--- config.mk ---
export PLATFORM = sky130hd
export DESIGN_NAME = dmem_responder
export DESIGN_NICKNAME = d
export VERILOG_FILES = /design/src/rtl/dmem_pkg.sv /design/src/rtl/dmem_word_array.sv /design/src/rtl/dmem_responder.sv
export SDC_FILE = /design/constraint.sdc
export NUM_CORES = 2
export LEC_CHECK = 0
export CAP_MARGIN = 20
export CORE_MARGIN = 4
export CORE_UTILIZATION = 30
export CTS_CLUSTER_DIAMETER = 40
export DETAILED_ROUTE_END_ITERATION = 8
export MAX_ROUTING_LAYER = met4
export PLACE_DENSITY = 0.54
export SYNTH_ARGS = -nofsm -noshare
export SYNTH_HDL_FRONTEND = slang
export SYNTH_SLANG_ARGS = --single-unit
--- constraint.sdc ---
create_clock -name clk -period 6.85 [get_ports clk]
set_clock_uncertainty 0.05 [all_clocks]
set_input_delay 1.37 -clock clk [delete_from_list [all_inputs] [get_ports clk]]
set_output_delay 1.37 -clock clk [all_outputs]
set_load 0.005 [all_outputs]
--- src/rtl/dmem_pkg.sv ---
// Shared types and helpers for the data-memory responder.
package dmem_pkg;

  typedef enum logic [1:0] {
    StIdle = 2'd0,
    StWait = 2'd1,
    StResp = 2'd2
  } dmem_state_e;

  localparam int unsigned LANE_W = 8;

  // Set bits mark address bits that must be zero for an in-range access.
  function automatic logic [31:0] oor_mask(input int unsigned depth_log2);
    return ~((32'd1 << (depth_log2 + 2)) - 32'd1);
  endfunction

endpackage

--- src/rtl/dmem_word_array.sv ---
// Word array with per-byte write enables, synchronous write and combinational read.
module dmem_word_array
  import dmem_pkg::*;
#(
  parameter int unsigned DEPTH_LOG2 = 6
) (
  input  logic                  clk,
  input  logic                  i_we,
  input  logic [DEPTH_LOG2-1:0] i_idx,
  input  logic [31:0]           i_wdata,
  input  logic [3:0]            i_be,
  output logic [31:0]           o_rdata
);

  localparam int unsigned Words = 1 << DEPTH_LOG2;

  logic [31:0] r_mem [Words];

  always_ff @(posedge clk) begin
    if (i_we) begin
      for (int b = 0; b < 4; b++) begin
        if (i_be[b]) begin
          r_mem[i_idx][b*LANE_W +: LANE_W] <= i_wdata[b*LANE_W +: LANE_W];
        end
      end
    end
  end

  assign o_rdata = r_mem[i_idx];

endmodule

--- src/rtl/dmem_responder.sv ---
// Load/store port responder: one outstanding valid/ready request, wait states, error response.
// Defining DMEM_MMIO_EN maps a read-only free-running cycle counter at MMIO_ADDR.
module dmem_responder
  import dmem_pkg::*;
#(
  parameter int unsigned DEPTH_LOG2  = 6,
  parameter int unsigned WAIT_CYCLES = 2,
  parameter logic [31:0] MMIO_ADDR   = 32'hFFFF_FFF0
) (
  input  logic        clk,
  input  logic        reset,
  input  logic        req_valid,
  output logic        req_ready,
  input  logic        req_we,
  input  logic [31:0] req_addr,
  input  logic [31:0] req_wdata,
  input  logic [3:0]  req_be,
  output logic        rsp_valid,
  input  logic        rsp_ready,
  output logic [31:0] rsp_rdata,
  output logic        rsp_err
);

  localparam logic [3:0] WaitInit = 4'(WAIT_CYCLES);
`ifdef DMEM_MMIO_EN
  localparam logic MmioEn = 1'b1;
`else
  localparam logic MmioEn = 1'b0;
`endif

  dmem_state_e r_state, w_state_d;
  logic        r_live;
  logic [3:0]  r_cnt, w_cnt_d;
  logic        r_we;
  logic [31:0] r_addr, r_wdata;
  logic [3:0]  r_be;
  logic [31:0] r_rdata, w_rdata_d;
  logic        r_err, w_err_d;

  logic        w_accept, w_access, w_mmio, w_bad, w_arr_we;
  logic [31:0] w_arr_rdata, w_cycle;

  // r_live keeps req_ready low until the first edge after reset release.
  assign req_ready = r_live && (r_state == StIdle);
  assign rsp_valid = (r_state == StResp);
  assign rsp_rdata = r_rdata;
  assign rsp_err   = r_err;

  assign w_accept = req_valid && req_ready;
  assign w_access = (r_state == StWait) && (r_cnt == 4'd0);

  // WAIT always spends one decode cycle plus WAIT_CYCLES before the access point.
  always_comb begin
    w_state_d = r_state;
    w_cnt_d   = r_cnt;
    unique case (r_state)
      StIdle: begin
        if (w_accept) begin
          w_state_d = StWait;
          w_cnt_d   = WaitInit;
        end
      end
      StWait: begin
        if (r_cnt == 4'd0) begin
          w_state_d = StResp;
        end else begin
          w_cnt_d = r_cnt - 4'd1;
        end
      end
      StResp: begin
        if (rsp_ready) begin
          w_state_d = StIdle;
        end
      end
      default: w_state_d = StIdle;
    endcase
  end

  assign w_mmio   = MmioEn && (r_addr == MMIO_ADDR);
  assign w_bad    = (|r_addr[1:0]) || (|(r_addr & oor_mask(DEPTH_LOG2)));
  assign w_err_d  = w_bad && !w_mmio;
  assign w_arr_we = w_access && r_we && !w_bad && !w_mmio;

  always_comb begin
    w_rdata_d = 32'd0;
    if (!r_we && !w_err_d) begin
      w_rdata_d = w_mmio ? w_cycle : w_arr_rdata;
    end
  end

  always_ff @(posedge clk or negedge reset) begin
    if (!reset) begin
      r_state <= StIdle;
      r_live  <= 1'b0;
      r_cnt   <= 4'd0;
      r_we    <= 1'b0;
      r_addr  <= 32'd0;
      r_wdata <= 32'd0;
      r_be    <= 4'd0;
      r_rdata <= 32'd0;
      r_err   <= 1'b0;
    end else begin
      r_live  <= 1'b1;
      r_state <= w_state_d;
      r_cnt   <= w_cnt_d;
      if (w_accept) begin
        r_we    <= req_we;
        r_addr  <= req_addr;
        r_wdata <= req_wdata;
        r_be    <= req_be;
      end
      if (w_access) begin
        r_rdata <= w_rdata_d;
        r_err   <= w_err_d;
      end
    end
  end

`ifdef DMEM_MMIO_EN
  logic [31:0] r_cycle;

  always_ff @(posedge clk or negedge reset) begin
    if (!reset) begin
      r_cycle <= 32'd0;
    end else begin
      r_cycle <= r_cycle + 32'd1;
    end
  end

  assign w_cycle = r_cycle;
`else
  assign w_cycle = 32'd0;
`endif

  dmem_word_array #(
    .DEPTH_LOG2 (DEPTH_LOG2)
  ) u_array (
    .clk     (clk),
    .i_we    (w_arr_we),
    .i_idx   (r_addr[DEPTH_LOG2+1:2]),
    .i_wdata (r_wdata),
    .i_be    (r_be),
    .o_rdata (w_arr_rdata)
  );

endmodule

* Yosys cells after proc, flatten, opt, wreduce, memory -nomap -nowiden
Memory sizes are Yosys's and may differ from the RTL's. Cells that the tools add are included.
Operators by class: multiplexer cells 20, eq/ne operators 6, reduce and logical (&&, ||, !) cells 16, add/subtract/negate cells 1
Operators with widths (count):
- two-way mux 32 bit | 1
- OR reduction 24 bit | 1
- two-way mux 1 bit | 12
- two-way mux 4 bit | 2
- case mux 4 bit (2 select lines) | 1
- logical AND 1 bit | 6
- two-way mux 2 bit | 3
- case mux 2 bit (3 select lines) | 1
- AND reduction 3 bit | 2
- logical NOT 4 bit | 1
- != test 2 x 1 -> 1 bit (second input constant) | 2
- != test 2 bit (second input constant) | 2
- subtractor 4 x 1 -> 4 bit (second input constant) | 1
- == test 2 x 1 -> 1 bit (second input constant) | 1
- == test 2 bit (second input constant) | 1
- logical NOT 1 bit | 2
- logical NOT 2 bit | 1
- nonzero test 2 bit | 1
- OR reduction 2 bit | 1
- logical OR 1 bit | 1
Word-level totals: word-level logic and storage cells 53, input bits 73, bits in writable memories 2048, bits in registers 109, memories 1
Memory list:
- u_array.r_mem | depth 64, width 32, rd ports 1, clocked after memory_dff 0, write ports 1, line dmem_word_array.sv:17 | logic [31:0] r_mem [Words];

* Depth between registers and ports, before layout
depth in word-level cells 6, gate-level depth with buffers 11

* By module
From an unflattened synthesis, not the netlist that was laid out.
Unflattened totals: cell total of the unflattened synthesis 4947, area total of the unflattened synthesis 82674.3 um^2
By module, submodules not included:
- dmem_word_array | cells an instance 4614, area each 78407.7 um^2, instances 1
- dmem_responder | cells an instance 333, area each 4266.6 um^2, instances 1

* Least setup slack after synthesis
Ideal clock, no wire load.
path type in2reg, start input req_valid, end register r_wdata[26], cell stages on the path 5, slack 4.167 ns, arrival time 2.507 ns, library setup time 0.126 ns, path through and2_1 clkbuf_1 buf_2 buf_1 mux2_2
Between the ends: cells in the longest elaborated chain, start to end 1
Ends and longest elaborated chain:
- start, declared | line dmem_responder.sv:12 | input logic req_valid,
- logical AND 1 bit | line dmem_responder.sv:49 | assign w_accept = req_valid && req_ready;
- end signal, assigned | line dmem_responder.sv:109 | r_wdata <= req_wdata;
- end, declared | line dmem_responder.sv:35 | logic [31:0] r_addr, r_wdata;
Every way passes these cells. A chain may end at the register's enable or synchronous reset.

* Worst setup path in the final report
start register r_addr[4], end register r_rdata[13], in the netlist rsp_rdata[13]
Between the ends: cells in the longest elaborated chain, start to end 2
Ends and longest elaborated chain:
- start, declared | line dmem_responder.sv:35
- start signal, assigned | line dmem_responder.sv:108 | r_addr <= req_addr;
- memory (64 x 32 bit)
- two-way mux 32 bit | line dmem_responder.sv:86 | if (!r_we && !w_err_d) begin
- end signal, assigned | line dmem_responder.sv:113 | r_rdata <= w_rdata_d;
- end, declared | line dmem_responder.sv:37 | logic [31:0] r_rdata, w_rdata_d;
Every way passes these cells.

==> flow_summary_export.csv <==
group,metric,value,unit
global_route,grt_overflow,0,
placement,port-buffer-count,107,
critical_path,arrival,5450,ps
placement,place.gp.congestion,0.900,
floorplanning,dieArea,287000,um2
yosys,yosys.cell_types.count,81,
sta,slew_headroom,12.8,%
run_status,failed_checks,"DRC",
cells_and_area,multi_input_area,17500,um2
cells_and_area,seq_area,64300,um2
drt,vias,50300,
floorplanning,die_y,535,um
yosys,avgSynthCellArea,17.8,um2
drt,ant_nets,0,
global_route,grt_pass1_vias,48800,
global_route,grt.busiest_layer,"met2",
cells_and_area,design_area,99500,um2
yosys,syn_nets,4765,
global_route,grt_pass1_wl,407000,um
clocking,hold_buffers,0,
cells_and_area,fin_nets,5019,
yosys,ys_seq_elements,2157,
power,p_total,46.3,mW
run_status,status,"finished, violations left",
drt,drtIter0Drc,8084,
critical_path,path_max_fanout,77,
drt,drc,36,
critical_path,cp-start-kind,"flip-flop",
yosys,netlist_area,83400,um2
clocking,cts_buffer_depth,4,
critical_path,critPathCaptureType,"flip-flop",
cells_and_area,drive_gt1_share,21.6,%
sta,fin_crit_sh,68.2,%
yosys,synth-edff-count,2048,
floorplanning,fp-row-count,193,
floorplanning,initial_utilization,30.1,%
clocking,cts_buffers,325,
sta,finalSetupViolCount,0,
floorplanning,die_width,535,um
placement,post-dp-hpwl,181000,um
clocking,cts_setup_buffers,0,
power,peakVddDrop,0.558,mV
power,cellLeakagePower,31.0,nW
sta,max_freq,214,MHz
placement,place_area,88800,um2
clocking,ctsResizeCount,0,
drt,drt_first_pass_iters,9,
floorplanning,ios,108,
sta,timing.final.hold_violations,0,
clocking,cts_root_buf,"clkbuf_16",
hold_path,holdCritPathClass,"input port to async pin",
global_route,grt_use_met2,29.6,%
drt,viasPerCell,5.63,
sta,drv_slew,0,
yosys,synth_warnings,0,
sta,fin_crit,4670,ps
sta,grt_setup_unrepaired,"no",
clocking,path_clk_slew,60,ps
clocking,cts_sinks,2157,
yosys,syn_inst,4690,
global_route,grt_max_degree,106,
global_route,antenna_found_initial,19,
cells_and_area,nFillCells,25800,
clocking,cts_tree,"done",
yosys,ys_seq_area_share,77.0,%
critical_path,crit_required,7630,ps
yosys,synthArstFlopShare,5.05,%
clocking,clock_latency,950,ps
cells_and_area,final_cells,8924,
critical_path,criticalPathCategory,"flip-flop to flip-flop",
sta,setup_tns,0,ps
global_route,grt_usage,20.8,%
placement,place_inst,8319,
sta,worst_pin_slew,1290,ps
drt,postRouteWirelength,298000,um
global_route,use_met3,5.48,%
cells_and_area,areaGrowthSynthToFinish,19.3,%
sta,hold_slack,378,ps
drt,drt-wirelength-per-cell,33.4,um
critical_path,reg2reg_depth,8,
power,powerDensity,465,nW/um2
yosys,synth_ff_type,"edfxtp_1",
flow_run,maxCapViolations,0,
floorplanning,core,277000,um2
clocking,htree_levels,5,
global_route,met1_usage,27.3,%
[cell usage after synthesis, types with 8 or more instances]
cell type / n / area [um2]
buf_1: 41 / 154
o22ai_1: 320 / 2000
mux2_2: 197 / 2220
a22oi_1: 49 / 368
mux2i_1: 138 / 1380
and3_1: 10 / 62.6
nand2_1: 205 / 769
a2bb2oi_1: 9 / 78.8
buf_2: 105 / 526
nor2_1: 349 / 1310
edfxtp_1: 2048 / 61500
mux4_2: 172 / 3870
a221o_1: 8 / 80.1
a222oi_1: 9 / 90.1
o21ai_0: 131 / 656
a22o_1: 9 / 78.8
o221ai_1: 171 / 1500
buf_6: 30 / 338
nor2b_1: 14 / 87.6
dfrtp_1: 109 / 2730
a221oi_1: 20 / 175
o32ai_1: 10 / 87.6
a21oi_1: 117 / 586
a32o_1: 14 / 140
a2111oi_0: 12 / 105
o31ai_1: 10 / 75.1
nand2b_1: 8 / 50.1
nor4_1: 13 / 81.3
buf_4: 48 / 360
and2_1: 11 / 68.8
a211oi_1: 26 / 195
o211ai_1: 14 / 105
nor3_1: 18 / 90.1
nand3b_1: 8 / 60.1
nand3_1: 23 / 115
a31oi_1: 9 / 56.3
clkbuf_1: 101 / 379
[flip-flops by register name (all words and copies together) (netlist names)]
register,flops
u_array.r_mem,2048
r_live,1
rsp_err,1
r_addr,32
r_cnt,4
r_be,4
r_wdata,32
r_we,1
r_state,2
rsp_rdata,32
[cell usage in the layout, fill, tap and decap left out, types with 27 or more instances in the layout]
master	n
a22oi_1	49
clkdlybuf4s50_1	106
clkinv_1	31
bufinv_16	28
inv_6	35
clkbuf_1	28
o221ai_1	171
o22ai_1	320
nand2_1	200
edfxtp_1	2048
o21ai_0	131
nor2_1	345
dfrtp_2	27
mux4_2	172
a21oi_1	117
clkinvlp_4	36
buf_4	113
clkinv_4	39
mux2i_1	138
mux2_2	197
dfrtp_1	74
clkbuf_16	331
clkinv_2	40
[critical path, stage by stage, from the launching register on]
cell and delay, ps:
dfrtp_4 870, buf_12 500, or2_4 780, buf_4 660, o22ai_1 160, a221oi_1 450, o22ai_1 150, a311oi_1 560
a32o_1 260
[stage by stage]
step                      util (%)  worst slack [ps]
final                         36.0              2180
after global routing          36.0              2070
after CTS                     35.9              2330
after detailed placement      32.1              2400
after global placement        32.0              2150
after floorplan                  -              4170
[final cells by class]
cell class / instances / area share [%]
timing repair buffer: 254 / 2.42
multi-input combinational: 2197 / 17.6
tap: 3705 / 4.66
inverter: 9 / 0.0402
antenna: 25 / 0.0628
sequential: 2157 / 64.6
clock inverter: 217 / 2.21
clock buffer: 360 / 8.44
[routing by layer]
| layer | vias to the layer above | wire length (um) |
|---|---|---|
| li1 | 19800 | - |
| met1 | 26200 | 116000 |
| met2 | 3566 | 130000 |
| met3 | 717 | 34400 |
| met4 | 0 | 17500 |
| met5 | - | 0 |
[kinds of logic after synthesis]
logic type / after synthesis / share of synthesized area, %
adders and majority gates: 2 / 0.0300
buffers and inverters: 336 / 2.19
muxes: 508 / 8.97
DFF: 2157 / 77.0
other: 1 / 0.00450
and+or+nand+nor: 697 / 3.59
xor gates and xnor gates: 2 / 0.0210
AOI/OAI and AO/OA: 987 / 8.20
[power by group]
group | internal [mW] | switching (mW) | total (mW)
combinational | 3.41 | 9.22 | 12.6
sequential | 16.6 | 0.884 | 17.5
clock | 9.99 | 6.19 | 16.2
total | 30.0 | 16.3 | 46.3
[final timing paths]
kind | from | end | slack [ps]
min in group clk | r_addr[13]$_DFFE_PN0P_ | r_addr[13]$_DFFE_PN0P_ | 450
max in group asynchronous | reset | r_wdata[9]$_DFFE_PN0P_ | 4920
worst min-delay path | reset | rsp_rdata[30]$_DFFE_PN0N_ | 380
worst min register to register | r_addr[13]$_DFFE_PN0P_ | r_addr[13]$_DFFE_PN0P_ | 450
worst max register to register | r_addr[4]$_DFFE_PN0P_ | rsp_rdata[13]$_DFFE_PN0N_ | 2180
worst max-delay path | r_addr[4]$_DFFE_PN0P_ | rsp_rdata[13]$_DFFE_PN0N_ | 2180
(Power assumes the default switching activity.)
